--- config.mk ---
export PLATFORM = sky130hd
export DESIGN_NAME = fifo_pwm_player
export DESIGN_NICKNAME = d
export VERILOG_FILES = /design/src/rtl/fifo_pwm_player.sv
export SDC_FILE = /design/constraint.sdc
export NUM_CORES = 1
export LEC_CHECK = 0
export ABC_AREA = 1
export ABC_CLOCK_PERIOD_IN_PS = 1600
export CORE_MARGIN = 3
export CORE_UTILIZATION = 53
export CTS_BUF_LIST = sky130_fd_sc_hd__clkbuf_4 sky130_fd_sc_hd__clkbuf_8
export DETAILED_ROUTE_END_ITERATION = 16
export DONT_BUFFER_PORTS = 1
export GPL_TIMING_DRIVEN = 1
export PLACE_DENSITY = 0.71
export SLEW_MARGIN = 20
export SYNTH_ARGS = -nofsm -noshare
export SYNTH_HDL_FRONTEND = slang
export SYNTH_SLANG_ARGS = --single-unit
export TNS_END_PERCENT = 10
--- constraint.sdc ---
create_clock -name clk -period 1.6 [get_ports clk]
set_input_delay 0.24 -clock clk [delete_from_list [all_inputs] [get_ports clk]]
set_output_delay 0.24 -clock clk [all_outputs]
set_load 0.1 [all_outputs]
--- src/rtl/fifo_pwm_player.sv ---
// rtl/fifo_pwm_player.sv - packed-sample FIFO to single-bit PWM audio player
module fifo_pwm_player #(
  parameter int SAMPLE_WIDTH     = 8,
  parameter int SAMPLES_PER_WORD = 4,
  parameter int FIFO_DATA_WIDTH  = SAMPLE_WIDTH * SAMPLES_PER_WORD,
  parameter int CLK_DIV          = 1,
  parameter int SIGNED_IN        = 0,
  parameter int UNDERRUN_MODE    = 0
) (
  input  logic                       clk,
  input  logic                       rst,
  input  logic                       en,
  input  logic                       fifo_empty,
  output logic                       fifo_rd_en,
  input  logic [FIFO_DATA_WIDTH-1:0] fifo_rd_data,
  output logic                       aud_pwm,
  output logic                       aud_sd,
  output logic                       sample_strobe,
  output logic                       underrun,
  output logic [15:0]                underrun_cnt
);
  localparam int SW     = SAMPLE_WIDTH;
  localparam int SLOT_W = (SAMPLES_PER_WORD > 1) ? $clog2(SAMPLES_PER_WORD) : 1;
  localparam int DIV_W  = (CLK_DIV > 1) ? $clog2(CLK_DIV) : 1;
  localparam logic [SLOT_W-1:0] LAST_SLOT = SLOT_W'(SAMPLES_PER_WORD - 1);
  localparam logic [DIV_W-1:0]  LAST_DIV  = DIV_W'(CLK_DIV - 1);
  localparam logic [SW-1:0]     MIDSCALE  = {1'b1, {(SW-1){1'b0}}};
  localparam logic [SW-1:0]     SIGN_MASK = (SIGNED_IN != 0) ? MIDSCALE : '0;

  typedef enum logic [1:0] {IDLE, PRIME, PLAY} state_t;
  state_t state, state_next;

  logic [DIV_W-1:0]           div_cnt;
  logic [SW-1:0]              pwm_cnt;
  logic [SLOT_W-1:0]          slot, slot_next;
  logic [SW-1:0]              duty, next_sample, policy;
  logic [FIFO_DATA_WIDTH-1:0] cur_word, nxt_word, load_word;
  logic                       nxt_valid, rd_pending, starved;
  logic                       playing, tick, period_end, word_end;

  always_comb begin
    state_next = state;
    case (state)
      IDLE:    if (en) state_next = PRIME;
      PRIME:   if (nxt_valid) state_next = PLAY;
      default: state_next = PLAY;
    endcase
    if (!en) state_next = IDLE;
  end

  assign playing     = en && (state == PLAY);
  assign tick        = (div_cnt == LAST_DIV);
  assign period_end  = playing && tick && (pwm_cnt == '1);
  assign word_end    = period_end && (slot == LAST_SLOT);
  assign slot_next   = (slot == LAST_SLOT) ? '0 : slot + 1'b1;
  // A read landing on the boundary cycle is consumed directly instead of via nxt_word.
  assign load_word   = rd_pending ? fifo_rd_data : nxt_word;
  assign next_sample = cur_word[slot_next*SW +: SW] ^ SIGN_MASK;
  assign policy      = (UNDERRUN_MODE != 0) ? MIDSCALE : duty;
  assign fifo_rd_en  = !rst && en && !fifo_empty && !nxt_valid && !rd_pending;

  always_ff @(posedge clk) begin
    if (rst) begin
      state         <= IDLE;
      div_cnt       <= '0;
      pwm_cnt       <= '0;
      slot          <= '0;
      duty          <= '0;
      cur_word      <= '0;
      nxt_word      <= '0;
      nxt_valid     <= 1'b0;
      rd_pending    <= 1'b0;
      starved       <= 1'b0;
      aud_pwm       <= 1'b0;
      aud_sd        <= 1'b0;
      sample_strobe <= 1'b0;
      underrun      <= 1'b0;
      underrun_cnt  <= '0;
    end else begin
      state         <= state_next;
      aud_sd        <= en;
      aud_pwm       <= playing && (pwm_cnt < duty);
      sample_strobe <= 1'b0;
      underrun      <= 1'b0;
      rd_pending    <= fifo_rd_en;
      if (rd_pending && !word_end) begin
        nxt_word  <= fifo_rd_data;
        nxt_valid <= 1'b1;
      end
      if (!en || state == IDLE) begin
        div_cnt  <= '0;
        pwm_cnt  <= '0;
        slot     <= '0;
        duty     <= '0;
        cur_word <= '0;
        starved  <= 1'b0;
      end else if (state == PRIME) begin
        if (nxt_valid) begin
          cur_word      <= nxt_word;
          nxt_valid     <= 1'b0;
          duty          <= nxt_word[SW-1:0] ^ SIGN_MASK;
          sample_strobe <= 1'b1;
        end
      end else begin
        div_cnt <= tick ? '0 : div_cnt + 1'b1;
        if (tick) pwm_cnt <= pwm_cnt + 1'b1;
        if (period_end) begin
          slot          <= slot_next;
          sample_strobe <= 1'b1;
          if (word_end) begin
            if (rd_pending || nxt_valid) begin
              cur_word <= load_word;
              starved  <= 1'b0;
              duty     <= load_word[SW-1:0] ^ SIGN_MASK;
              if (!rd_pending) nxt_valid <= 1'b0;
            end else begin
              underrun <= 1'b1;
              starved  <= 1'b1;
              duty     <= policy;
              if (underrun_cnt != 16'hFFFF) underrun_cnt <= underrun_cnt + 1'b1;
            end
          end else begin
            duty <= starved ? policy : next_sample;
          end
        end
      end
    end
  end
endmodule

==> flow_summary.toml <==
[finish]
n_fill_cell = 805
num-nets-final = 898
final_area_um2 = 6850
multi_input_area_um2 = 3070
stdcell_count = 989
drive_above_1_share_pct = 20.1
final_core_util_pct = 69.1
diodes = 0
syn_to_final_growth_pct = 25.2
regArea_um2 = 2210

[synthesis]
yosysSeqAreaShare_pct = 39.2
synth_area_leaders = "dfxtp_1 39%, nand2_1 12%, nor2_1 9.5%"
synth_area_leader_cell = "dfxtp_1"
async_reset_ff_share_pct = 0
synth_common_cells = "178 x nand2_1, 138 x nor2_1, 107 x dfxtp_1"
syn_inst = 801
synth_top_area_share_pct = 39.2
syn_area_per_cell_um2 = 6.82
netlist_area_um2 = 5470
synth_nets = 847
ys_ff_latch = 107
synth_edf_count = 0
synth_cell_types = 31
synth_ff_type = "dfxtp_1"
yosysWarnings = 0
synth.most_common_cell = "nand2_1"

[detailed_routing]
drt_iter0_drc = 450
wl_um = 15100
vias_per_cell = 5.41
drc = 0
num_vias = 5354
routedWlPerCell_um = 15.2
antenna_left = 0
dr.pass1.iters = 5

[clocking]
clkSlewWorstSetupHoldPaths_ps = 110
cts_root_buf = "clkbuf_8"
cts_max_level = 3
cts_tree = "built"
cts.sinks = 107
cts-buffers-inserted = 9
clk_path_buf_depth = 2
worstSkewPairLatency_ps = 380

[run_status]
violations = "negative setup slack"
status = "finished, violations left"

[die]
die_w_um = 108
die_y_um = 108
num_rows = 36
pin_count = 57
initial_core_util_pct = 55.2
core-area_um2 = 9910
die_area_um2 = 11600

[hold_path]
holdPathStages = 2
hold_end = "aud_pwm"
hold_start = "rst"
worstHoldPathType = "in -> reg"

[power]
vdd_drop_max_v = 0.000477
p_clk_share_pct = 33.5
p_sw_w = 0.00126
p_per_area_nw_per_um2 = 695
p_leak_nw = 2.72
seq_power_share_pct = 57.1
power.internal_w = 0.00349
combPwrFrac_pct = 9.4
p_sw_share_pct = 26.6

[sta]
relSlewSlack_pct = 58.4
setup_viol = 57
tightestPinTransition_ps = 622
final_hold_viol_count = 0
skew_ps = 12.1
fin_tns_setup_ps = -3610
rsz0062_at_grt = "yes"
period_share_pct = 109
fin_crit_ps = 1740
clock.fmax_mhz = 574
slew_viol_final = 0
finalWorstSetupSlack_ps = -141

[critical_path]
cp_data_arrival_time_ps = 2050
reg2reg_depth = 11
required_ps = 1910
worstSetupStartpointType = "flop"
timing.rr.end = "cur_word[9]"
crit_type = "reg -> reg"
rrSetupSlack_ps = -140
reg2reg_from = "state[0]"
cp-end-kind = "flop"
cp_max_fo = 6

[place]
place_inst = 954
gp_congestion = 0.898
io_buffers = 0
hpwl_um = 9470
place_area_um2 = 6110

[global_route]
grt_pass1_wl_um = 22700
grt_max_degree = 39
grt_use_total_pct = 24.2
busiest_layer = "met2"
gr-usage-met2_pct = 41.8
antenna_found_initial = 0
grt-ovfl-total = 0
grt_use_met1_pct = 31.0
first_global_vias = 4885
met3_usage_pct = 3.96

[run]
max-cap-violations = 0
## flip-flops by register name (all words and copies together) (netlist names)
name,cells
aud_pwm,1
aud_sd,1
cur_word,32
duty,8
nxt_valid,1
nxt_word,32
pwm_cnt,8
rd_pending,1
sample_strobe,1
slot,2
starved,1
state,2
underrun,1
underrun_cnt,16
## cells by family after synthesis
logic type,after synthesis,share of synthesized area (%)
buf+inv,113,9.27
fa+ha+maj,10,2.29
simple gates,405,30.6
flops,107,39.2
xor+xnor,13,2.08
mux,24,4.39
compound gates,129,12.2
## power by group through the flow
| stage | logic [W] | clock network [W] | registers, W |
|---|---|---|---|
| 2_1_floorplan | 0.000272 | 0 | 0.00278 |
| 3_3_place_gp | 0.000368 | 0 | 0.00277 |
| 3_5_place_dp | 0.000376 | 0 | 0.00278 |
| 4_1_cts | 0.000405 | 0.00163 | 0.00272 |
| 5_1_grt | 0.000490 | 0.00171 | 0.00272 |
| 6_report | 0.000447 | 0.00159 | 0.00272 |
## worst max path at each step
stage,endpoint,slack [ps],from,cells past startpoint
3_3_place_gp,cur_word[16],-30,pwm_cnt[1],11
4_1_cts,cur_word[25],-60,pwm_cnt[1],12
2_1_floorplan,fifo_rd_en,-30,nxt_valid,2
6_report,cur_word[9],-140,state[0],11
5_1_grt,cur_word[9],-210,state[0],11
3_5_place_dp,cur_word[31],-130,pwm_cnt[1],11
## critical path, stage by stage (launching register included)
cell,delay (ps)
dfxtp_2,400
inv_2,70
nor2_2,220
nand2_1,150
nand2_2,100
inv_2,50
nor2_4,90
buf_12,150
buf_12,130
buf_16,120
a21oi_1,70
nor2_1,110
## per-layer routing
metal	up-vias	share of wire [%]
li1	2672	-
met1	2475	43
met2	172	49
met3	35	5.5
met4	0	2.9
met5	-	0
## through the flow
stage               worst slack (ps)  hold slack [ps]  total power (W)
finish                          -141             7.20          0.00476
global route                    -205             9.66          0.00493
CTS                            -63.0             4.02          0.00475
detailed placement              -131              304          0.00315
global placement               -33.9              302          0.00314
floorplan                      -28.9              312          0.00305
## area by class of cell
class / count / area share (%)
Sequential cell: 107 / 32.2
Clock inverter: 5 / 0.676
Inverter: 71 / 3.95
Clock buffer: 10 / 2.01
Tap cell: 133 / 2.43
Timing Repair Buffer: 81 / 13.8
Multi-Input combinational cell: 582 / 44.9
## placed cells by master (no fill, tap or decap), types with 2 or more instances in the layout
cell / synthesis / routed
dfxtp_2: 0 / 10
o21ai_1: 7 / 9
nand3_2: 3 / 7
buf_12: 0 / 13
xnor2_1: 7 / 7
a21oi_2: 0 / 10
ha_1: 10 / 7
clkbuf_16: 0 / 5
nand2_2: 3 / 6
o21ai_0: 39 / 37
nor3_1: 4 / 3
nor2_2: 4 / 9
mux2i_1: 24 / 24
dfxtp_1: 107 / 83
buf_6: 5 / 8
nand3_1: 69 / 62
buf_4: 7 / 49
nand4_1: 3 / 3
nand2_1: 178 / 173
dlygate4sd3_1: 0 / 3
clkinv_4: 0 / 3
ha_4: 0 / 3
o21a_1: 2 / 2
nor2_1: 138 / 128
a211oi_1: 2 / 2
inv_1: 68 / 67
buf_16: 0 / 2
clkbuf_8: 0 / 10
inv_2: 2 / 3
nor2_4: 2 / 7
nand3_4: 0 / 4
a21oi_1: 76 / 65
dfxtp_4: 0 / 14
xor2_1: 6 / 6
## repair_timing
item | in CTS | in global routing
hold buffers | 3 | 0
endpoints found under the hold margin | 18 | 0
pin swaps | 17 | 22
gates cloned | 2 | 7
setup endpoints to repair | 87 | 93
resized for setup | 21 | 40
setup buffers | 4 | 4
No activity file was read; power rests on OpenSTA's default activity.
